==> src/rtl/uart_bridge_pkg.sv <==
// ============================================================================
// Module      : uart_bridge_pkg
// Description : Shared state encoding and protocol byte values for the UART
//               command bridge.
// Revision    : 1.0 - initial release
// ============================================================================
`default_nettype none

package uart_bridge_pkg;

    typedef enum logic [2:0] {
        S_IDLE = 3'd0,
        S_CMD  = 3'd1,
        S_ADDR = 3'd2,
        S_DATA = 3'd3,
        S_CSUM = 3'd4,
        S_BUS  = 3'd5,
        S_RESP = 3'd6
    } state_t;

    localparam logic [7:0] CMD_WR     = 8'h57;
    localparam logic [7:0] CMD_RD     = 8'h52;
    localparam logic [7:0] RSP_OK     = 8'h4B;
    localparam logic [7:0] RSP_DATA   = 8'h44;
    localparam logic [7:0] RSP_BADCMD = 8'h3F;
    localparam logic [7:0] RSP_TMO    = 8'h54;
    localparam logic [7:0] RSP_CSUM   = 8'h21;

endpackage

`default_nettype wire

==> src/rtl/uart_bridge_timer.sv <==
// ============================================================================
// Module      : uart_bridge_timer
// Description : Loadable down-counter; flags expiry once it has counted the
//               loaded number of enabled cycles without a reload.
// Revision    : 1.0 - initial release
// ============================================================================
`default_nettype none

module uart_bridge_timer #(
    parameter int WIDTH = 8
) (
    input  logic             clk,
    input  logic             rst,
    input  logic             i_load,
    input  logic [WIDTH-1:0] i_load_val,
    input  logic             i_en,
    output logic             o_expired
);

    logic [WIDTH-1:0] r_count;

    always_ff @(posedge clk or posedge rst) begin
        if (rst) begin
            r_count <= '0;
        end else if (i_load) begin
            r_count <= i_load_val;
        end else if (i_en && (r_count != '0)) begin
            r_count <= r_count - 1'b1;
        end
    end

    // A reload in the same cycle always wins over expiry.
    assign o_expired = i_en && !i_load && (r_count == '0);

endmodule

`default_nettype wire

==> src/rtl/uart_cmd_bridge.sv <==
// ============================================================================
// Module      : uart_cmd_bridge
// Description : Decodes register-access commands popped from a UART RX FIFO,
//               runs a req/ack register bus and pushes replies to the TX FIFO.
//               Optional trailing checksum byte: UART_BRIDGE_CHECKSUM_EN.
// Revision    : 1.0 - initial release
// ============================================================================
`default_nettype none

module uart_cmd_bridge
    import uart_bridge_pkg::*;
#(
    parameter int BUS_TIMEOUT  = 255,
    parameter int IDLE_TIMEOUT = 65535
) (
    input  logic       clk,
    input  logic       reset,
    input  logic [7:0] rx_rdata,
    input  logic       rx_empty,
    output logic       rx_rd,
    output logic [7:0] tx_wdata,
    output logic       tx_wr,
    input  logic       tx_full,
    output logic [7:0] reg_addr,
    output logic [7:0] reg_wdata,
    output logic       reg_we,
    output logic       reg_req,
    input  logic       reg_ack,
    input  logic [7:0] reg_rdata,
    output logic       busy,
    output logic [7:0] err_cnt
);

    localparam logic [7:0]  c_bus_load  = 8'(BUS_TIMEOUT);
    localparam logic [15:0] c_idle_load = 16'(IDLE_TIMEOUT);
`ifdef UART_BRIDGE_CHECKSUM_EN
    localparam state_t c_after_payload = S_CSUM;
`else
    localparam state_t c_after_payload = S_BUS;
`endif

    state_t     r_state;
    state_t     w_next;
    logic       r_pending;
    logic       r_we;
    logic [7:0] r_addr;
    logic [7:0] r_wdata;
    logic [7:0] r_resp0;
    logic [7:0] r_resp1;
    logic       r_resp_two;
    logic       r_resp_idx;
    logic [7:0] r_err_cnt;
`ifdef UART_BRIDGE_CHECKSUM_EN
    logic [7:0] r_csum;
`endif

    logic       w_rx_rd;
    logic       w_req;
    logic       w_tx_wr;
    logic       w_set_resp;
    logic [7:0] w_rsp0;
    logic [7:0] w_rsp1;
    logic       w_rsp_two;
    logic       w_err_inc;
    logic       w_in_payload;
    logic       w_bus_exp;
    logic       w_idle_exp;

    assign w_in_payload = (r_state == S_ADDR) || (r_state == S_DATA) || (r_state == S_CSUM);

    uart_bridge_timer #(.WIDTH(8)) u_bus_timer (
        .clk        (clk),
        .rst        (reset),
        .i_load     (r_state != S_BUS),
        .i_load_val (c_bus_load),
        .i_en       (r_state == S_BUS),
        .o_expired  (w_bus_exp)
    );

    // Reloaded on every captured byte so the limit is the gap between bytes.
    uart_bridge_timer #(.WIDTH(16)) u_idle_timer (
        .clk        (clk),
        .rst        (reset),
        .i_load     (!w_in_payload || r_pending),
        .i_load_val (c_idle_load),
        .i_en       (w_in_payload),
        .o_expired  (w_idle_exp)
    );

    always_ff @(posedge clk or posedge reset) begin
        if (reset) begin
            r_state <= S_IDLE;
        end else begin
            r_state <= w_next;
        end
    end

    always_comb begin
        w_next     = r_state;
        w_rx_rd    = 1'b0;
        w_req      = 1'b0;
        w_tx_wr    = 1'b0;
        w_set_resp = 1'b0;
        w_rsp0     = RSP_OK;
        w_rsp1     = 8'h00;
        w_rsp_two  = 1'b0;
        w_err_inc  = 1'b0;
        case (r_state)
            S_IDLE: begin
                if (!rx_empty && !r_pending) begin
                    w_rx_rd = 1'b1;
                    w_next  = S_CMD;
                end
            end
            S_CMD: begin
                if ((rx_rdata == CMD_WR) || (rx_rdata == CMD_RD)) begin
                    w_next = S_ADDR;
                end else begin
                    w_set_resp = 1'b1;
                    w_rsp0     = RSP_BADCMD;
                    w_err_inc  = 1'b1;
                    w_next     = S_RESP;
                end
            end
            S_ADDR: begin
                if (r_pending) begin
                    w_next = r_we ? S_DATA : c_after_payload;
                end else if (w_idle_exp) begin
                    w_next = S_IDLE;
                end else begin
                    w_rx_rd = !rx_empty;
                end
            end
            S_DATA: begin
                if (r_pending) begin
                    w_next = c_after_payload;
                end else if (w_idle_exp) begin
                    w_next = S_IDLE;
                end else begin
                    w_rx_rd = !rx_empty;
                end
            end
`ifdef UART_BRIDGE_CHECKSUM_EN
            S_CSUM: begin
                if (r_pending) begin
                    if (rx_rdata == r_csum) begin
                        w_next = S_BUS;
                    end else begin
                        w_set_resp = 1'b1;
                        w_rsp0     = RSP_CSUM;
                        w_err_inc  = 1'b1;
                        w_next     = S_RESP;
                    end
                end else if (w_idle_exp) begin
                    w_next = S_IDLE;
                end else begin
                    w_rx_rd = !rx_empty;
                end
            end
`endif
            S_BUS: begin
                w_req = !w_bus_exp;
                if (w_bus_exp) begin
                    w_set_resp = 1'b1;
                    w_rsp0     = RSP_TMO;
                    w_err_inc  = 1'b1;
                    w_next     = S_RESP;
                end else if (reg_ack) begin
                    w_set_resp = 1'b1;
                    w_rsp0     = r_we ? RSP_OK : RSP_DATA;
                    w_rsp1     = reg_rdata;
                    w_rsp_two  = !r_we;
                    w_next     = S_RESP;
                end
            end
            S_RESP: begin
                w_tx_wr = !tx_full;
                if (!tx_full && (r_resp_idx || !r_resp_two)) begin
                    w_next = S_IDLE;
                end
            end
            default: w_next = S_IDLE;
        endcase
    end

    always_ff @(posedge clk or posedge reset) begin
        if (reset) begin
            r_pending  <= 1'b0;
            r_we       <= 1'b0;
            r_addr     <= 8'h00;
            r_wdata    <= 8'h00;
            r_resp0    <= 8'h00;
            r_resp1    <= 8'h00;
            r_resp_two <= 1'b0;
            r_resp_idx <= 1'b0;
            r_err_cnt  <= 8'h00;
`ifdef UART_BRIDGE_CHECKSUM_EN
            r_csum     <= 8'h00;
`endif
        end else begin
            // rx_rdata is valid exactly one cycle after the read strobe.
            r_pending <= w_rx_rd;
            if (r_state == S_CMD) begin
                r_we <= (rx_rdata == CMD_WR);
`ifdef UART_BRIDGE_CHECKSUM_EN
                r_csum <= rx_rdata;
`endif
            end
            if ((r_state == S_ADDR) && r_pending) begin
                r_addr <= rx_rdata;
`ifdef UART_BRIDGE_CHECKSUM_EN
                r_csum <= r_csum ^ rx_rdata;
`endif
            end
            if ((r_state == S_DATA) && r_pending) begin
                r_wdata <= rx_rdata;
`ifdef UART_BRIDGE_CHECKSUM_EN
                r_csum <= r_csum ^ rx_rdata;
`endif
            end
            if (w_set_resp) begin
                r_resp0    <= w_rsp0;
                r_resp1    <= w_rsp1;
                r_resp_two <= w_rsp_two;
                r_resp_idx <= 1'b0;
            end else if ((r_state == S_RESP) && w_tx_wr) begin
                r_resp_idx <= 1'b1;
            end
            if (w_err_inc && (r_err_cnt != 8'hFF)) begin
                r_err_cnt <= r_err_cnt + 8'd1;
            end
        end
    end

    assign rx_rd     = w_rx_rd;
    assign tx_wr     = w_tx_wr;
    assign tx_wdata  = r_resp_idx ? r_resp1 : r_resp0;
    assign reg_addr  = r_addr;
    assign reg_wdata = r_wdata;
    assign reg_we    = r_we;
    assign reg_req   = w_req;
    assign busy      = (r_state != S_IDLE);
    assign err_cnt   = r_err_cnt;

endmodule

`default_nettype wire

==> config.mk <==
export PLATFORM = sky130hd
export DESIGN_NAME = uart_cmd_bridge
export DESIGN_NICKNAME = d
export VERILOG_FILES = /design/src/rtl/uart_bridge_pkg.sv /design/src/rtl/uart_bridge_timer.sv /design/src/rtl/uart_cmd_bridge.sv
export SDC_FILE = /design/constraint.sdc
export NUM_CORES = 1
export LEC_CHECK = 0
export CAP_MARGIN = 10
export CORE_ASPECT_RATIO = 0.8
export CORE_MARGIN = 2
export CORE_UTILIZATION = 45
export DETAILED_ROUTE_END_ITERATION = 8
export GPL_ROUTABILITY_DRIVEN = 0
export PLACE_DENSITY = 0.69
export SLEW_MARGIN = 10
export SYNTH_ARGS = -nofsm -noshare
export SYNTH_HDL_FRONTEND = slang
export SYNTH_HIERARCHICAL = 1
export SYNTH_SLANG_ARGS = --single-unit
==> constraint.sdc <==
create_clock -name clk -period 2.65 [get_ports clk]
set_input_delay 0.265 -clock clk [delete_from_list [all_inputs] [get_ports clk]]
set_output_delay 0.265 -clock clk [all_outputs]
set_load 0.05 [all_outputs]
==> results.rst, run 1 <==
.. list-table::
   :header-rows: 1

   * - Metric
     - Value
   * - Post-route ant nets
     - 0
   * - Ratio of final minimum period to clock period
     - 0.9447
   * - Unique cell type count in the Yosys netlist
     - 75
   * - Commonest non-fill, non-tap cell in the layout
     - sky130_fd_sc_hd__dfrtp_1
   * - Series of cell instances along the critical path
     - inv_1 > ha_1 > nor2b_2 > nand4_4 > nor3b_2 > a21oi_1 > nor4b_4 > buf_4
   * - Main combinational cell family by area after synthesis
     - simple AND/OR/NAND/NOR gates
   * - Critical path data required time
     - 2380 ps
   * - Area of the mapped netlist
     - 3752 µm²
   * - Clock sinks
     - 68
   * - Sequential-to-total area share from yosys stat
     - 0.4535
   * - Die height
     - 85.68 µm
   * - Max-capacitance violation count
     - 0
   * - Reported leakage power
     - 2.073 nW
   * - Number of antenna violations at the first check in global routing
     - 0
   * - Number of register bits inferred by synthesis
     - 68
   * - Synth Flop Type
     - sky130_fd_sc_hd__dfrtp_1
   * - Highest clock rate
     - 0.3994 GHz
   * - TritonCTS buffer count
     - 9
   * - Placeable core region
     - 8019 µm²
   * - First-pass DRT Iterations
     - 5
   * - Worst path slowest cell
     - sky130_fd_sc_hd__dfrtp_1
   * - TNS Setup
     - 0 ps
   * - Arrival time worst endpoint
     - 2240 ps
   * - Post-synth ARST share
     - 1.000
   * - Post-synthesis share of cell area spent on xor and xnor gates
     - 0.01400
   * - Final max-slew violation count
     - 0
   * - Total non-filler cell area in the finished layout
     - 4851 µm²
   * - Clock transition at the registers of the reported paths
     - 80 ps
   * - Cell count after synthesis
     - 373
   * - Leading post-synthesis cells by cell area
     - sky130_fd_sc_hd__dfrtp_1 (45%), sky130_fd_sc_hd__mux2_2 (6.0%), sky130_fd_sc_hd__nand2_1 (3.5%), sky130_fd_sc_hd__nor2_1 (2.7%), sky130_fd_sc_hd__a22o_1 (2.1%)
   * - Detailed-route via count
     - 3161
   * - Drt first-iter violations
     - 266
   * - H-tree depth
     - 3
   * - Nets
     - 489
   * - Final WL
     - 8844 µm
   * - Peak supply drop
     - 0.8953 mV
   * - Time the worst path needs with I/O delays and setup
     - 2504 ps
   * - Ratio of cells with drive above 1 in the final layout
     - 0.1727
   * - Run status
     - finished, final reports clean
   * - Number of DRC violations after detailed routing
     - 0
   * - Fraction of the mapped netlist area in simple logic gates
     - 0.2477
   * - CP Class
     - reg -> out
   * - CP Launch Type
     - flip-flop
   * - Count of flip-flops with a built-in enable after synthesis
     - 0
   * - Full die area
     - 9090 µm²
   * - Adder-cell share of the synthesized area
     - 0.01334
   * - Power Dens Cells
     - 1257 nW/µm²
   * - DP HPWL
     - 6497 µm
   * - CP Max Fanout
     - 6
   * - Worst max-slew margin expressed relative to the limit
     - 0.3463
   * - Number of global-route vias before repair
     - 3118
   * - First-pass GRT wire length
     - 15380 µm
   * - Number of top-level pins
     - 58
   * - Count of buffer and inverter cells on the critical path
     - 2
   * - Maximum number of pins on one net before global-route repair
     - 28
   * - Slew at the pin closest to its max-slew limit
     - 974.5 ps
   * - Area share of the largest cell type after synthesis
     - 0.4535
   * - PortBufs
     - 57
   * - Antenna cell count
     - 0
   * - Number of hold violations in the final report
     - 0
   * - Worst path top cell family by delay
     - simple AND/OR/NAND/NOR gates
   * - Worst hold path type
     - in -> async
   * - Routed vias/inst
     - 5.478
   * - Mux contribution to synthesized area
     - 0.07436
   * - Synthesis Warnings
     - 6
   * - Global route overflow
     - 0
   * - Total of hold buffers inserted after clock tree synthesis
     - 0
   * - Final setup violating endpoints
     - 0
   * - Final Skew
     - 9.975 ps
   * - Delay of the slowest critical-path stage
     - 430 ps
   * - Layout overhead on the synthesized area
     - 29.28%
   * - Avg Inst Size Synth
     - 10.06 µm²
   * - Standard-cell row count
     - 29
   * - Clock tree from TritonCTS
     - done
   * - Instance area at placement
     - 4583 µm²
   * - Post-synthesis cell type with the largest combined area
     - sky130_fd_sc_hd__dfrtp_1
   * - Wire length per cell after detailed routing
     - 15.33 µm
   * - Compound-cell area share of the yosys netlist
     - 0.1544
   * - Root Buffer
     - sky130_fd_sc_hd__clkbuf_8
   * - Commonest cells after routing, fill and taps aside
     - sky130_fd_sc_hd__dfrtp_1 (65), sky130_fd_sc_hd__clkdlybuf4s50_1 (55), sky130_fd_sc_hd__nand2_1 (35)
   * - Initial core utilization
     - 0.4679
   * - Worst-Skew Late Latency
     - 330 ps
   * - Clock tree buffer depth
     - 2
   * - Setup repair after global routing missed its margin
     - false
   * - Die width
     - 106.1 µm
   * - CP endpoint kind
     - output port
   * - Total global routing track utilization
     - 0.2122
power by group:
| part | internal (mW) | total (mW) | switching, mW | leakage [nW] |
|---|---|---|---|---|
| Sequential | 1.49 | 2.00 | 0.518 | 0.817 |
| Clock | 0.560 | 0.960 | 0.400 | 0.106 |
| Combinational | 1.21 | 3.13 | 1.92 | 1.15 |
flip-flops by register name (all words and copies together) (netlist names), 3 cells and up:
register              flops
u_idle_timer/r_count     16
reg_addr                  8
u_bus_timer/r_count       8
r_resp0                   5
reg_wdata                 8
err_cnt                   8
r_state                   3
r_resp1                   8
kinds of logic after synthesis:
family                     count (synthesis)
AOI/OAI and AO/OA                         79
xor gates and xnor gates                   6
adders and majority gates                  4
buffers and inverters                     36
DFF                                       68
muxes                                     25
other                                      1
and+or+nand+nor                          154
layout make-up:
class / count / area [µm²]
clock inverters: 5 / 83.83
fillers: 706 / 3168
flip-flops and latches: 68 / 1705
inverters: 20 / 80.08
clock buffers: 11 / 141.4
well taps: 108 / 135.1
repair buffers: 73 / 685.7
multi-input cells: 292 / 2019
per-layer routing:
layer,up-vias,share of wire,wire (µm),global-route usage
li1,1537,-,-,-
met1,1522,0.47,4187,0.2868
met2,94,0.45,4022,0.3331
met3,8,0.062,549,0.06307
met4,0,0.0095,84,0.06340
met5,-,0,0,0
metrics by stage:
stage,cells,power [mW],setup slack (ps),hold slack (ps),util
after floorplan,396,4.130,141.6,80.66,-
after global placement,559,5.028,344.0,464.3,0.5715
after detailed placement,559,5.100,272.5,478.7,0.5715
after CTS,575,6.102,10.24,259.6,0.6003
after global routing,577,6.491,6.134,279.7,0.6049
final,577,6.097,146.5,254.3,0.6049
worst register-to-register path, stage by stage, from the launching register on:
cell                      delay [ps]
sky130_fd_sc_hd__dfrtp_1         390
sky130_fd_sc_hd__inv_1           120
sky130_fd_sc_hd__ha_1            220
sky130_fd_sc_hd__nor4b_2         270
sky130_fd_sc_hd__and4_1          420
sky130_fd_sc_hd__o21ai_0         170
sky130_fd_sc_hd__nor4_1          320
sky130_fd_sc_hd__mux2_1          350
worst paths after layout:
check | slack (ps) | depth (start not counted) | to | from
min in group clk | 500 | 1 | r_resp1[6] | r_resp1[6]
max reg2reg | 270 | 7 | err_cnt[7] | u_bus_timer/r_count[1]
max | 150 | 8 | rx_rd | u_idle_timer/r_count[0]
min | 250 | 2 | u_bus_timer/r_count[5] | reset
min reg2reg | 500 | 1 | r_resp1[6] | r_resp1[6]
max in group asynchronous | 1610 | 3 | reg_addr[3] | reset
cell usage after synthesis, types with 4 or more instances:
| master | instances |
|---|---|
| sky130_fd_sc_hd__dfrtp_1 | 68 |
| sky130_fd_sc_hd__xor2_1 | 5 |
| sky130_fd_sc_hd__and3_1 | 4 |
| sky130_fd_sc_hd__nor4_1 | 4 |
| sky130_fd_sc_hd__a31oi_1 | 10 |
| sky130_fd_sc_hd__nand2b_1 | 4 |
| sky130_fd_sc_hd__or4_1 | 4 |
| sky130_fd_sc_hd__nor3_1 | 8 |
| sky130_fd_sc_hd__clkbuf_1 | 9 |
| sky130_fd_sc_hd__a22o_1 | 9 |
| sky130_fd_sc_hd__nand3_1 | 11 |
| sky130_fd_sc_hd__nand4_1 | 9 |
| sky130_fd_sc_hd__a21oi_1 | 11 |
| sky130_fd_sc_hd__nand2_1 | 35 |
| sky130_fd_sc_hd__inv_1 | 18 |
| sky130_fd_sc_hd__or3_1 | 6 |
| sky130_fd_sc_hd__o21ai_0 | 14 |
| sky130_fd_sc_hd__o211ai_1 | 4 |
| sky130_fd_sc_hd__nor2_1 | 27 |
| sky130_fd_sc_hd__ha_1 | 4 |
| sky130_fd_sc_hd__mux2_2 | 20 |
| sky130_fd_sc_hd__nor2b_1 | 7 |
repair_timing:
action / in CTS / in global routing
setup buffers: 0 / 2
pin swaps: 1 / 1
resized for setup: 1 / 8
setup endpoints to repair: 1 / 1
Note: power is estimated with default switching activity, not from simulation.
==> run 2: changes to the inputs <==
--- a/config.mk
+++ b/config.mk
@@ -5,6 +5,7 @@
 export SDC_FILE = /design/constraint.sdc
 export NUM_CORES = 1
 export LEC_CHECK = 0
+export ABC_AREA = 0
 export CAP_MARGIN = 10
 export CORE_ASPECT_RATIO = 0.8
 export CORE_MARGIN = 2
@@ -12,6 +13,7 @@
 export DETAILED_ROUTE_END_ITERATION = 8
 export GPL_ROUTABILITY_DRIVEN = 0
 export PLACE_DENSITY = 0.69
+export SKIP_CTS_REPAIR_TIMING = 1
 export SLEW_MARGIN = 10
 export SYNTH_ARGS = -nofsm -noshare
 export SYNTH_HDL_FRONTEND = slang
==> run 2 against run 1 <==
Compared with the run above: clock skew about the same; utilization decreased by 0.11 points; wire length decreased by 0.40%; final area decreased by 0.18%; via count decreased by 0.13%; flip-flop and latch count unchanged; clock-buffer cell count unchanged; global-route usage about the same; fmax increased by 0.55%; final cell count unchanged; sequential share of layout area increased by 0.064 points; total power decreased by 0.20%; critical endpoint unchanged.
==> results.rst, run 2 (synthesis gave the netlist of run 1 again) <==
.. list-table::
   :header-rows: 1

   * - Metric
     - Value
   * - Worst-Skew Late Latency
     - 330 ps (about the same)
   * - Setup repair after global routing missed its margin
     - false (unchanged)
   * - Ratio of final minimum period to clock period
     - 0.9396 (was 0.9447)
   * - Layout Cells excl Fill
     - 577 (unchanged)
   * - PortBufs
     - 57 (unchanged)
   * - Count of buffer and inverter cells on the critical path
     - 1 (was 2)
   * - Worst max-slew margin expressed relative to the limit
     - 0.3422 (was 0.3463)
   * - DP HPWL
     - 6497 µm (unchanged)
   * - H-tree depth
     - 3 (unchanged)
   * - Series of cell instances along the critical path
     - or4_1 > nor3_2 > nor3b_2 > a21oi_1 > nor4b_4 > buf_4 (was inv_1 > ha_1 > nor2b_2 > nand4_4 > nor3b_2 > a21oi_1 > nor4b_4 > buf_4)
   * - Detailed-route via count
     - 3157 (was 3161)
   * - Ratio of cells with drive above 1 in the final layout
     - 0.1727 (unchanged)
   * - Delay of the slowest critical-path stage
     - 590 ps (was 430 ps)
   * - Worst path top cell family by delay
     - simple AND/OR/NAND/NOR gates (unchanged)
   * - Standard-cell row count
     - 29 (unchanged)
   * - Wire length per cell after detailed routing
     - 15.27 µm (was 15.33 µm)
   * - CP Max Fanout
     - 7 (was 6)
   * - Global route overflow
     - 0 (unchanged)
   * - Max-capacitance violation count
     - 0 (unchanged)
   * - Arrival time worst endpoint
     - 2220 ps (was 2240 ps)
   * - Clock transition at the registers of the reported paths
     - 80 ps (about the same)
   * - Clock tree from TritonCTS
     - done (unchanged)
   * - Full die area
     - 9090 µm² (unchanged)
   * - Critical path data required time
     - 2380 ps (about the same)
   * - Filler cell count
     - 708 (was 706)
   * - Area used by sequential logic in the layout
     - 1705 µm² (unchanged)
   * - Post-route ant nets
     - 0 (unchanged)
   * - Clock sinks
     - 68 (unchanged)
   * - TritonCTS buffer count
     - 9 (unchanged)
   * - Number of antenna violations at the first check in global routing
     - 0 (unchanged)
   * - Root Buffer
     - sky130_fd_sc_hd__clkbuf_8 (unchanged)
   * - Clock tree buffer depth
     - 2 (unchanged)
   * - Final core utilization
     - 0.6038 (was 0.6049)
   * - Largest register FFs
     - 16 (unchanged)
   * - Total global routing track utilization
     - 0.2124 (was 0.2122)
   * - Antenna cell count
     - 0 (unchanged)
   * - Combined area of the multi-input logic cells
     - 2011 µm² (was 2019 µm²)
   * - Placeable core region
     - 8019 µm² (unchanged)
   * - Maximum number of pins on one net before global-route repair
     - 28 (unchanged)
   * - Worst hold path type
     - in -> async (unchanged)
   * - Layout overhead on the synthesized area
     - 29.04% (was 29.28%)
   * - Final Total Pwr
     - 6.084 mW (was 6.097 mW)
   * - Reported leakage power
     - 2.072 nW (was 2.073 nW)
   * - Commonest non-fill, non-tap cell in the layout
     - sky130_fd_sc_hd__dfrtp_1 (unchanged)
   * - Initial core utilization
     - 0.4679 (unchanged)
   * - First-pass DRT Iterations
     - 4 (was 5)
   * - Final WL
     - 8809 µm (was 8844 µm)
   * - Post-Place Cells
     - 559 (unchanged)
   * - Final max-slew violation count
     - 0 (unchanged)
   * - CP Launch Type
     - flip-flop (unchanged)
   * - Peak supply drop
     - 0.8956 mV (was 0.8953 mV)
   * - Worst path slowest cell
     - sky130_fd_sc_hd__or4_1 (was sky130_fd_sc_hd__dfrtp_1)
   * - Number of global-route vias before repair
     - 3119 (was 3118)
   * - Final Skew
     - 10.25 ps (was 9.975 ps)
   * - Die width
     - 106.1 µm (unchanged)
   * - CP Class
     - reg -> out (unchanged)
   * - Largest reg by FF count
     - u_idle_timer/r_count (unchanged)
   * - Time the worst path needs with I/O delays and setup
     - 2490 ps (was 2504 ps)
   * - CP endpoint kind
     - output port (unchanged)
   * - Highest clock rate
     - 0.4016 GHz (was 0.3994 GHz)
   * - Power Dens Cells
     - 1257 nW/µm² (about the same)
   * - First-pass GRT wire length
     - 15390 µm (was 15380 µm)
   * - Commonest cells after routing, fill and taps aside
     - sky130_fd_sc_hd__dfrtp_1 (65), sky130_fd_sc_hd__clkdlybuf4s50_1 (55), sky130_fd_sc_hd__nand2_1 (35) (unchanged)
   * - Run status
     - finished, final reports clean (unchanged)
   * - Final setup violating endpoints
     - 0 (unchanged)
   * - Drt first-iter violations
     - 206 (was 266)
   * - Nets
     - 489 (unchanged)
   * - Slew at the pin closest to its max-slew limit
     - 980.6 ps (was 974.5 ps)
   * - Number of hold violations in the final report
     - 0 (unchanged)
   * - Number of top-level pins
     - 58 (unchanged)
   * - Die height
     - 85.68 µm (unchanged)
   * - Routed vias/inst
     - 5.471 (was 5.478)
   * - Number of DRC violations after detailed routing
     - 0 (unchanged)
run 2: cell counts in the layout (fill, tap and decap cells not counted):
No cell type changed its count.
run 2: through the flow:
| stage | instance area [µm²] | hold slack (ps) | worst slack, ps | setup TNS (ps) |
|---|---|---|---|---|
| after floorplan | 3854 | 80.66 | 141.6 | 0 |
| after global routing | 4842 | 279.7 | 4.645 | 0 |
| after detailed placement | 4583 | 478.7 | 272.5 | 0 |
| after global placement | 4583 | 464.3 | 344.0 | 0 |
| final | 4842 | 253.2 | 160.2 | 0 |
| after CTS | 4808 | 259.6 | -119.0 | -119.0 |
run 2: worst paths after layout:
path / startpoint / endpoint / slack [ps] / cells past startpoint
min in group clk: r_resp1[6] / r_resp1[6] / 500 / 1
hold reg to reg: r_resp1[6] / r_resp1[6] / 500 / 1
hold / removal: reset / u_bus_timer/r_count[5] / 250 / 2
setup / recovery: u_idle_timer/r_count[10] / rx_rd / 160 / 6
max in group asynchronous: reset / reg_addr[3] / 1610 / 3
setup reg to reg: u_bus_timer/r_count[1] / err_cnt[7] / 280 / 7
run 2: worst register-to-register path, stage by stage (launching register included):
cell and delay (ps):
sky130_fd_sc_hd__dfrtp_1 390, sky130_fd_sc_hd__inv_1 120, sky130_fd_sc_hd__ha_1 220, sky130_fd_sc_hd__nor4b_2 260
sky130_fd_sc_hd__and4_1 420, sky130_fd_sc_hd__o21ai_0 170, sky130_fd_sc_hd__nor4_1 320, sky130_fd_sc_hd__mux2_1 350
run 2: final cells by class:
| type | count | share of cell area |
|---|---|---|
| multi-input combinational | 292 | 0.4152 |
| sequential | 68 | 0.3522 |
| timing repair buffer | 73 | 0.1416 |
| clock buffer | 11 | 0.02920 |
| tap | 108 | 0.02791 |
| clock inverter | 5 | 0.01731 |
| inverter | 20 | 0.01654 |
run 2: where the power goes:
group          total (mW)  internal, mW  switching, mW
sequential           2.00          1.49          0.516
clock               0.961         0.560          0.402
combinational        3.12          1.21           1.91
run 2: routing by layer:
metal  vias to the layer above  wire [µm]  global-route usage
met5                         -          0                   0
met4                         0         96             0.06340
met3                        11        566             0.06307
met2                        87       3996              0.3331
met1                      1520       4150              0.2872
li1                       1539          -                   -
==> run 3: changes to the inputs <==
--- a/config.mk
+++ b/config.mk
@@ -10,6 +10,7 @@
 export CORE_ASPECT_RATIO = 0.8
 export CORE_MARGIN = 2
 export CORE_UTILIZATION = 45
+export CTS_BUF_LIST = sky130_fd_sc_hd__clkbuf_4 sky130_fd_sc_hd__clkbuf_8
 export DETAILED_ROUTE_END_ITERATION = 8
 export GPL_ROUTABILITY_DRIVEN = 0
 export PLACE_DENSITY = 0.69
==> run 3 against run 2 <==
Compared with the run above: die area unchanged; clock-buffer cell count unchanged; sequential share of layout area about the same; critical endpoint unchanged; largest cell class unchanged; largest power group unchanged; highest routed layer unchanged.
==> results.rst, run 3 (synthesis gave the netlist of run 1 again) <==
.. list-table::
   :header-rows: 1

   * - Metric
     - Value
   * - Final WL
     - 8813 µm (was 8809 µm)
   * - PortBufs
     - 57 (unchanged)
   * - Clock tree from TritonCTS
     - done (unchanged)
   * - Worst-Skew Late Latency
     - 330 ps (about the same)
   * - First-pass DRT Iterations
     - 4 (unchanged)
   * - Commonest cells after routing, fill and taps aside
     - sky130_fd_sc_hd__dfrtp_1 (65), sky130_fd_sc_hd__clkdlybuf4s50_1 (55), sky130_fd_sc_hd__nand2_1 (35) (unchanged)
   * - Antenna cell count
     - 0 (unchanged)
   * - Die height
     - 85.68 µm (unchanged)
   * - Largest register FFs
     - 16 (unchanged)
   * - First-pass GRT wire length
     - 15380 µm (was 15390 µm)
   * - Clock tree buffer depth
     - 2 (unchanged)
   * - Worst hold path type
     - in -> async (unchanged)
   * - Arrival time worst endpoint
     - 2220 ps (about the same)
   * - Final Skew
     - 9.937 ps (was 10.25 ps)
   * - Standard-cell row count
     - 29 (unchanged)
   * - Largest reg by FF count
     - u_idle_timer/r_count (unchanged)
   * - Placeable core region
     - 8019 µm² (unchanged)
   * - Run status
     - finished, final reports clean (unchanged)
   * - Setup repair after global routing missed its margin
     - false (unchanged)
   * - Total non-filler cell area in the finished layout
     - 4846 µm² (was 4842 µm²)
   * - CP Class
     - reg -> out (unchanged)
   * - Slew at the pin closest to its max-slew limit
     - 987.8 ps (was 980.6 ps)
   * - Reported leakage power
     - 2.075 nW (was 2.072 nW)
   * - Total global routing track utilization
     - 0.2125 (was 0.2124)
   * - Final max-slew violation count
     - 0 (unchanged)
   * - Global route overflow
     - 0 (unchanged)
   * - CP endpoint kind
     - output port (unchanged)
   * - Critical path data required time
     - 2380 ps (about the same)
   * - CP Launch Type
     - flip-flop (unchanged)
   * - Layout overhead on the synthesized area
     - 29.14% (was 29.04%)
   * - Time the worst path needs with I/O delays and setup
     - 2488 ps (was 2490 ps)
   * - Number of antenna violations at the first check in global routing
     - 0 (unchanged)
   * - Number of DRC violations after detailed routing
     - 0 (unchanged)
   * - Clock sinks
     - 68 (unchanged)
   * - Maximum number of pins on one net before global-route repair
     - 28 (unchanged)
   * - Post-Place Cells
     - 559 (unchanged)
   * - Commonest non-fill, non-tap cell in the layout
     - sky130_fd_sc_hd__dfrtp_1 (unchanged)
   * - Worst Setup Slack post-DPL
     - 272.5 ps (unchanged)
   * - Peak supply drop
     - 0.8952 mV (was 0.8956 mV)
   * - Wire length per cell after detailed routing
     - 15.27 µm (about the same)
   * - DP HPWL
     - 6497 µm (unchanged)
   * - Worst max-slew margin expressed relative to the limit
     - 0.3374 (was 0.3422)
   * - Clock transition at the registers of the reported paths
     - 80 ps (about the same)
   * - Root Buffer
     - sky130_fd_sc_hd__clkbuf_8 (unchanged)
   * - TritonCTS buffer count
     - 9 (unchanged)
   * - Drt first-iter violations
     - 224 (was 206)
   * - Highest clock rate
     - 0.4019 GHz (was 0.4016 GHz)
   * - Worst Slack Setup Final
     - 161.7 ps (was 160.2 ps)
   * - Die width
     - 106.1 µm (unchanged)
   * - CP Max Fanout
     - 6 (was 7)
   * - Worst slack on hold paths
     - 252.7 ps (was 253.2 ps)
   * - Layout Cells excl Fill
     - 577 (unchanged)
   * - Routed vias/inst
     - 5.461 (was 5.471)
   * - Max-capacitance violation count
     - 0 (unchanged)
   * - Nets
     - 489 (unchanged)
   * - Number of top-level pins
     - 58 (unchanged)
   * - Post-route ant nets
     - 0 (unchanged)
   * - Power Dens Cells
     - 1257 nW/µm² (about the same)
   * - Full die area
     - 9090 µm² (unchanged)
   * - Instance area at placement
     - 4583 µm² (unchanged)
   * - Ratio of cells with drive above 1 in the final layout
     - 0.1748 (was 0.1727)
   * - H-tree depth
     - 3 (unchanged)
   * - Initial core utilization
     - 0.4679 (unchanged)
   * - Final setup violating endpoints
     - 0 (unchanged)
   * - Number of hold violations in the final report
     - 0 (unchanged)
   * - Detailed-route via count
     - 3151 (was 3157)
   * - Ratio of final minimum period to clock period
     - 0.9390 (was 0.9396)
   * - Number of global-route vias before repair
     - 3119 (unchanged)
[run 3: cell counts in the layout (fill, tap and decap cells not counted)]
Identical to the previous run, type by type.
[run 3: cell type report]
class                   count  area (µm²)
clock buffers              11       145.1
clock inverters             5       83.83
fillers                   704        3173
inverters                  20       80.08
multi-input cells         292        2011
flip-flops and latches     68        1705
well taps                 108       135.1
repair buffers             73       685.7
[run 3: through the flow]
step	util	TNS [ps]	power [mW]
2_1_floorplan	-	0	4.130
3_3_place_gp	0.5715	0	5.028
3_5_place_dp	0.5715	0	5.100
4_1_cts	0.6001	-119.0	6.110
5_1_grt	0.6043	0	6.489
6_report	0.6043	0	6.093
[run 3: worst paths after layout]
path	slack (ps)	depth (start not counted)	endpoint	from
min reg2reg	500	2	r_resp0[2]	r_resp0[2]
max in group asynchronous	1610	3	reg_addr[3]	reset
min in group clk	500	2	r_resp0[2]	r_resp0[2]
max	160	8	rx_rd	u_idle_timer/r_count[0]
max reg2reg	270	7	err_cnt[7]	u_bus_timer/r_count[1]
min	250	2	u_bus_timer/r_count[5]	reset
[run 3: power breakdown]
group | internal (mW) | leakage, nW | switching (mW)
clock | 0.570 | 0.110 | 0.401
combinational | 1.21 | 1.15 | 1.91
sequential | 1.49 | 0.817 | 0.516
total | 3.27 | 2.08 | 2.83
[run 3: per-layer routing]
layer	part of all wire	vias up	track usage
li1	-	1536	-
met1	0.48	1530	0.2877
met2	0.46	75	0.3331
met3	0.055	10	0.06307
met4	0.010	0	0.06340
met5	0	-	0
[run 3: worst max-delay path: stages, from the launching register on]
cell and delay [ps]:
sky130_fd_sc_hd__dfrtp_1 430, sky130_fd_sc_hd__inv_1 130, sky130_fd_sc_hd__ha_1 220, sky130_fd_sc_hd__nor2b_2 200
sky130_fd_sc_hd__nand4_2 190, sky130_fd_sc_hd__nor3b_2 270, sky130_fd_sc_hd__a21oi_1 110, sky130_fd_sc_hd__nor4b_4 140
sky130_fd_sc_hd__buf_4 200
